===== config.mk =====
export PLATFORM = sky130hd
export DESIGN_NAME = ahb_master_if
export DESIGN_NICKNAME = d
export VERILOG_FILES = /design/src/rtl/ahb_master_if.sv
export SDC_FILE = /design/constraint.sdc
export NUM_CORES = 1
export LEC_CHECK = 0
export ABC_AREA = 0
export BUFFER_PORTS_ARGS = -buffer_cell sky130_fd_sc_hd__buf_2
export CAP_MARGIN = 40
export CORE_MARGIN = 10
export CORE_UTILIZATION = 47
export CTS_BUF_LIST = sky130_fd_sc_hd__clkbuf_8
export CTS_CLUSTER_SIZE = 30
export DETAILED_ROUTE_END_ITERATION = 10
export PLACE_DENSITY = 0.82
export SETUP_SLACK_MARGIN = 0.05
export SYNTH_ARGS = -nofsm -noshare
export SYNTH_HDL_FRONTEND = slang
export SYNTH_SLANG_ARGS = --single-unit

===== constraint.sdc =====
create_clock -name clk -period 1.8 [get_ports clk]
set_clock_uncertainty 0.05 [all_clocks]
set_input_delay 0.09 -clock clk [delete_from_list [all_inputs] [get_ports clk]]
set_output_delay 0.09 -clock clk [all_outputs]
set_load 0.01 [all_outputs]

===== src/rtl/ahb_master_if.sv =====
`default_nettype none
// ============================================================================
// Module   : ahb_master_if
// Brief    : Single-outstanding AHB-lite initiator. Converts a core-side
//            req/rsp handshake into one AHB address phase plus one data phase.
//            Optional wait-state timeout: define AHB_MASTER_TIMEOUT_EN.
// Revision : 1.0 - initial release
// ============================================================================

`ifndef AHB_ADDR_WIDTH
`define AHB_ADDR_WIDTH 32
`endif
`ifndef AHB_DATA_WIDTH
`define AHB_DATA_WIDTH 32
`endif

module ahb_master_if #(
    parameter int ADDR_W         = `AHB_ADDR_WIDTH,
    parameter int DATA_W         = `AHB_DATA_WIDTH,
    parameter int TIMEOUT_CYCLES = 16
) (
    input  logic              clk,
    input  logic              rst,
    input  logic              req_valid,
    output logic              req_ready,
    input  logic              req_write,
    input  logic [ADDR_W-1:0] req_addr,
    input  logic [DATA_W-1:0] req_wdata,
    output logic              rsp_valid,
    output logic [DATA_W-1:0] rsp_rdata,
    output logic              rsp_err,
    output logic [ADDR_W-1:0] haddr_m2s,
    output logic              hwrite,
    output logic              hsel,
    output logic [DATA_W-1:0] hdata_m2s,
    input  logic              hready,
    input  logic              hresp,
    input  logic [DATA_W-1:0] hrdata
);

    typedef enum logic [1:0] {
        ST_IDLE = 2'd0,
        ST_ADDR = 2'd1,
        ST_DATA = 2'd2,
        ST_RESP = 2'd3
    } state_t;

    state_t            r_state;
    state_t            w_state_nxt;
    logic [ADDR_W-1:0] r_addr;
    logic              r_write;
    logic [DATA_W-1:0] r_wdata;
    logic [DATA_W-1:0] r_rsp_rdata;
    logic              r_rsp_err;
    logic              w_accept;
    logic              w_complete;
    logic              w_timeout;

    assign w_accept   = req_valid & req_ready;
    assign w_complete = (r_state == ST_DATA) & hready;

`ifdef AHB_MASTER_TIMEOUT_EN
    localparam int CNT_W = $clog2(TIMEOUT_CYCLES + 1);

    logic [CNT_W-1:0] r_tmo_cnt;
    logic             w_in_phase;

    assign w_in_phase = (r_state == ST_ADDR) | (r_state == ST_DATA);
    // Fires on the edge that closes the TIMEOUT_CYCLES-th consecutive stall.
    assign w_timeout  = w_in_phase & ~hready &
                        (r_tmo_cnt == CNT_W'(TIMEOUT_CYCLES - 1));

    always_ff @(posedge clk) begin
        if (rst) begin
            r_tmo_cnt <= '0;
        end else if (w_state_nxt != r_state) begin
            r_tmo_cnt <= '0;
        end else if (w_in_phase & ~hready) begin
            r_tmo_cnt <= r_tmo_cnt + CNT_W'(1);
        end
    end
`else
    logic w_unused_tmo;

    assign w_timeout    = 1'b0;
    assign w_unused_tmo = (TIMEOUT_CYCLES > 0);
`endif

    always_comb begin
        w_state_nxt = r_state;
        case (r_state)
            ST_IDLE: if (w_accept) w_state_nxt = ST_ADDR;
            ST_ADDR: begin
                if (hready)         w_state_nxt = ST_DATA;
                else if (w_timeout) w_state_nxt = ST_RESP;
            end
            ST_DATA: begin
                if (hready | w_timeout) w_state_nxt = ST_RESP;
            end
            ST_RESP: w_state_nxt = ST_IDLE;
            default: w_state_nxt = ST_IDLE;
        endcase
    end

    always_ff @(posedge clk) begin
        if (rst) begin
            r_state     <= ST_IDLE;
            r_addr      <= '0;
            r_write     <= 1'b0;
            r_wdata     <= '0;
            r_rsp_rdata <= '0;
            r_rsp_err   <= 1'b0;
        end else begin
            r_state <= w_state_nxt;
            if (w_accept) begin
                r_addr  <= req_addr;
                r_write <= req_write;
                r_wdata <= req_wdata;
            end
            if (w_complete) begin
                r_rsp_err   <= hresp;
                r_rsp_rdata <= (!r_write && !hresp) ? hrdata : '0;
            end else if (w_timeout) begin
                r_rsp_err   <= 1'b1;
                r_rsp_rdata <= '0;
            end
        end
    end

    // Held low during reset so the core never launches into a clearing FSM.
    assign req_ready = (r_state == ST_IDLE) & ~rst;
    assign hsel      = (r_state == ST_ADDR);
    assign haddr_m2s = r_addr;
    assign hwrite    = r_write;
    assign hdata_m2s = ((r_state == ST_DATA) && r_write) ? r_wdata : '0;
    assign rsp_valid = (r_state == ST_RESP);
    assign rsp_rdata = r_rsp_rdata;
    assign rsp_err   = r_rsp_err;

endmodule

`default_nettype wire


# ---- Yosys cells after proc, flatten, opt, wreduce, memory -nomap -nowiden
# Index checks and enable logic that the tools add are counted.
dict set report word_totals {
  in_bits 102
  reg_bits 100
}
dict set report classes {
  n_eq_ne 6
  reduce_logical 6
  muxes 6
  bitwise 4
}
# op n
set ops {}
lappend ops {{two-way mux 32 bit} 2}
lappend ops {{one-hot mux 2 bit (4 select lines)} 1}
lappend ops {{two-way mux 2 bit} 3}
lappend ops {{== test 2 bit (second input constant)} 2}
lappend ops {{inequality test 2 bit (second input constant)} 2}
lappend ops {{bitwise AND 1 bit} 3}
lappend ops {{AND reduction 3 bit} 1}
lappend ops {{== test 2 x 1 -> 1 bit (second input constant)} 1}
lappend ops {{logical AND 1 bit} 2}
lappend ops {{zero test 1 bit} 2}
lappend ops {{zero test 2 bit} 1}
lappend ops {{inequality test 2 x 1 -> 1 bit (second input constant)} 1}
lappend ops {{NOT 1 bit} 1}

# ---- Depth between registers and ports, before layout
dict set report depth {
  ltp_word 5
  mapped_depth 8
  depth_no_buf 5
}

# ---- Least setup slack after synthesis
# OpenSTA, ideal clock, no wires.
dict set report synth_timing {
  path_kind {register to register}
  startpoint {register r_state[0]}
  endpoint {register r_rsp_rdata[1], in the netlist rsp_rdata[1]}
  arrival_time_ns 1.360
  synth_period_minus_slack_ns 1.527
  n_path_buf 3
  setup_ns 0.117
  stages_incl_launch_ff 9
  setup_slack_ns 0.273
  path_cell_list {dfxtp_1 inv_1 ha_1 buf_4 and4bb_1 buf_6 buf_6 a22oi_2 nor2_1}
}
dict set report synth_between {
  elab_chain_cells 2
}
# element line
set synth_lines {}
lappend synth_lines {{start: declaration} 48} ;# state_t r_state;
lappend synth_lines {{start signal: assignment} 114} ;# r_state <= w_state_nxt;
lappend synth_lines {{== test 2 bit} 60} ;# assign w_complete = (r_state == ST_DATA) & hready;
lappend synth_lines {{bitwise AND 1 bit} 60}
lappend synth_lines {{end signal: assignment} 122} ;# r_rsp_rdata <= (!r_write && !hresp) ? hrdata : '0;
lappend synth_lines {{end: declaration} 53} ;# logic [DATA_W-1:0] r_rsp_rdata;
# No other way between the ends.
# A chain may end at the register's enable or synchronous reset.

# ---- Worst setup path in the final report
dict set report layout_timing {
  startpoint {register r_state[1]}
  endpoint {output hdata_m2s[16]}
}
dict set report layout_between {
  elab_chain_cells 3
}
# element line
set layout_lines {}
lappend layout_lines {{== test 2 bit} 135} ;# assign hdata_m2s = ((r_state == ST_DATA) && r_write) ? r_wdata : '0;
lappend layout_lines {{logical AND 1 bit} 135}
lappend layout_lines {{two-way mux 32 bit} 135}
lappend layout_lines {{end: declaration} 35} ;# output logic [DATA_W-1:0] hdata_m2s,
# No other way between the ends.

==> PnR_summary.wiki <==
{| class="wikitable"
! Metric !! Value
|-
| Cell count of the worst reg-to-reg path || 6
|-
| Maximum buffer depth of the clock tree || 2
|-
| Total wire length || 14200 um
|-
| Area of the mapped netlist || 4100 sq um
|-
| Post-synthesis cell type with the largest combined area || dfxtp_1
|-
| Die Y || 113 um
|-
| Post-synthesis register bit count || 100
|-
| Synthesized netlist net count || 560
|-
| Cell count after synthesis || 453
|-
| Initial cell density of the core || 0.478
|-
| Total number of nets in the final design || 845
|-
| EDFF count, synth || 0
|-
| Most frequent cell after synthesis || dfxtp_1
|-
| Worst hold-check path type || input port to flop
|-
| Setup repair after global routing missed its margin || no
|-
| Area added between synthesis and finish || 54.5%
|-
| Remaining global-route overflow || 0
|-
| Critical path capture point || hdata_m2s[16]
|-
| Footprint of the multi-input gates || 1880 sq um
|-
| Clock latency reported for the late side of the worst-skew pair || 0.34 ns
|-
| Std cell rows || 34
|-
| Final routed wire length divided by cell count || 16.6 um
|-
| Post-Synth XOR/XNOR Area || 0
|-
| Global placement routability congestion || 0.785
|-
| Initial antenna violation count || 3
|-
| Mux contribution to synthesized area || 0.00488
|-
| Critical Path AT || 1.47 ns
|-
| First-pass GRT wire length || 22800 um
|-
| Seq/Total Area, Yosys || 0.488
|-
| Worst setup slack for register-to-register paths || 0.24 ns
|-
| Final-report max-slew violation count || 0
|-
| Initial DRT Pass Iterations || 4
|-
| Clock buffers created by TritonCTS || 9
|-
| Maximum number of pins on one net before global-route repair || 62
|-
| Pin slew with the least headroom to its limit || 0.457 ns
|-
| H-tree lvl count || 3
|-
| Detail Placement HPWL || 8840 um
|-
| Start of the worst register-to-register path || r_state[1]
|-
| Most frequently used flop master after synthesis || dfxtp_1
|-
| Layout fillers || 614
|-
| Crit. End Element || output pin
|-
| Max Cap Violations || 0
|-
| Compound-gate portion of the synthesized area || 0.180
|-
| Clk root buf || clkbuf_8
|-
| Worst hold margin || 0.156 ns
|-
| Number of top-level design ports || 203
|-
| Total count of hold-check failures in the final report || 0
|-
| Main combinational cell family by area after synthesis || simple AND/OR/NAND/NOR gates
|-
| Clock-pin slew on the worst setup and hold paths || 0.09 ns
|-
| FFs w/ async S/R, synth || 0
|-
| Setup violators final || 0
|-
| Initial detailed-routing violation count || 244
|-
| Via count normalized by instance count || 4.90
|-
| Type of element launching the critical path || flop
|-
| Worst IR Drop VDD || 0.454 mV
|-
| Fin crit share || 0.894
|-
| Min-Delay Path Depth || 4
|-
| # port buffers || 202
|-
| Post-Synth Simple-Gate Area || 0.253
|-
| Vias || 4183
|-
| Antenna-violating nets left || 0
|-
| Relative slew slack || 0.695
|-
| Time the worst path needs with I/O delays and setup || 1.61 ns
|-
| Fraction of layout instances using a drive strength above 1 || 0.353
|-
| Area share of the largest cell type after synthesis || 0.488
|-
| Chip Width || 113 um
|-
| Die Area || 12900 sq um
|-
| Result of the run || completed
|-
| Number of DRC violations after detailed routing || 0
|-
| Clock Sink Count || 100
|-
| Data required time of the critical path || 1.66 ns
|-
| Total routing resource utilization after global routing || 0.214
|-
| Critical setup path kind || flop to output pin
|-
| Count of yosys warnings during synthesis || 0
|-
| Max Clock Freq || 621 MHz
|-
| Leading cell types by total area after synthesis || dfxtp_1 (49%), nand2b_1 (11%), a22oi_2 (9.1%)
|-
| Adder and majority gate portion of the synthesized area || 0.0152
|-
| Top post-synthesis cells by count || dfxtp_1 (100), nand2b_1 (69), nand2_1 (67)
|-
| Count of cell types in the netlist || 23
|-
| CTS tree || built
|-
| Critical path origin || r_state[1]
|-
| Capture point of the worst reg-to-reg path || haddr_m2s[31]
|-
| Power per cell area || 910 nW/um^2
|-
| Setup TNS after final layout || 0 ns
|-
| Via count of the first global-routing pass || 4472
|-
| Synth Area per Inst || 9.06 sq um
|-
| Cell leakage power || 3.00 nW
|-
| Core Area || 8590 sq um
|-
| Worst-path fanout max || 24
|-
| Area occupied by registers || 2000 sq um
|}
-- layer usage --
metal	global-route usage	share of wire	up-vias
met2	0.373	0.50	166
met5	0	0	-
li1	-	-	2073
met4	0.0770	0.021	0
met1	0.226	0.39	1918
met3	0.0919	0.089	26
-- layout make-up --
class | count | share of cell area
Clock inverter | 7 | 0.00710
Clock buffer | 9 | 0.0195
Sequential cell | 100 | 0.316
Inverter | 2 | 0.00118
Antenna cell | 3 | 0.00118
Tap cell | 108 | 0.0213
Timing Repair Buffer | 313 | 0.338
Multi-Input combinational cell | 312 | 0.296
-- what timing repair did --
action,CTS,global route
resized for setup,5,2
hold buffers,99,0
setup buffers,1,1
pin swaps,0,1
endpoints found under the hold margin,98,0
endpoints found under the setup margin,54,40
-- state kept, by name, indices dropped and copies added, names as in the netlist --
| signal | flops |
|---|---|
| r_state | 2 |
| rsp_rdata | 32 |
| hwrite | 1 |
| haddr_m2s | 32 |
| r_wdata | 32 |
| rsp_err | 1 |
-- placed cells by master (no fill, tap or decap), drive strengths merged --
| master | count |
|---|---|
| a2bb2oi | 1 |
| nand2b | 69 |
| ha | 5 |
| mux2i | 2 |
| a21oi | 1 |
| inv | 5 |
| diode | 3 |
| nor2 | 33 |
| dlygate4sd3 | 99 |
| a22oi | 32 |
| and3 | 32 |
| nand2 | 67 |
| nand3 | 1 |
| clkinv | 2 |
| clkinvlp | 2 |
| and3b | 1 |
| buf | 214 |
| nor2b | 1 |
| o21ai | 65 |
| dfxtp | 100 |
| and4bb | 1 |
| clkbuf | 9 |
| o21bai | 1 |
-- report_power, final --
group	leakage [nW]	internal [mW]	total, mW	switching, mW
Clock	0.0882	0.499	1.26	0.759
Sequential	0.818	2.58	2.79	0.204
Combinational	2.10	0.783	1.73	0.943
-- how the worst min path moves through the flow --
| stage | to | slack, ns | start |
|---|---|---|---|
| finish | r_state[1] | 0.16 | req_valid |
| global route | r_state[1] | 0.16 | req_valid |
| CTS | r_state[1] | 0.12 | req_valid |
| detailed placement | r_wdata[16] | 0.25 | req_wdata[16] |
| global placement | haddr_m2s[1] | 0.24 | req_addr[1] |
| floorplan | haddr_m2s[0] | 0.15 | req_addr[0] |
-- cell families after synthesis --
logic type,Yosys count
muxes,2
AOI/OAI and AO/OA,100
buffers and inverters,41
adders and majority gates,5
DFF,100
and+or+nand+nor,205
-- metrics by stage --
| step | setup WS (ns) | cells | cell area, sq um | total power, mW | util |
|---|---|---|---|---|---|
| floorplan | 0.273 | 453 | 4100 | 3.74 | - |
| global placement | 0.0617 | 734 | 5130 | 4.22 | 0.597 |
| detailed placement | -0.0416 | 734 | 5130 | 4.30 | 0.597 |
| CTS | 0.116 | 850 | 6320 | 5.77 | 0.735 |
| global route | 0.0861 | 854 | 6340 | 6.12 | 0.738 |
| finish | 0.190 | 854 | 6340 | 5.77 | 0.738 |
-- critical path: stages (launching register included) --
cell and delay [ns]:
dfxtp_1 0.43, ha_4 0.20, buf_12 0.16, and3_1 0.19
buf_2 0.14
Note: power is estimated with default switching activity, not from simulation.
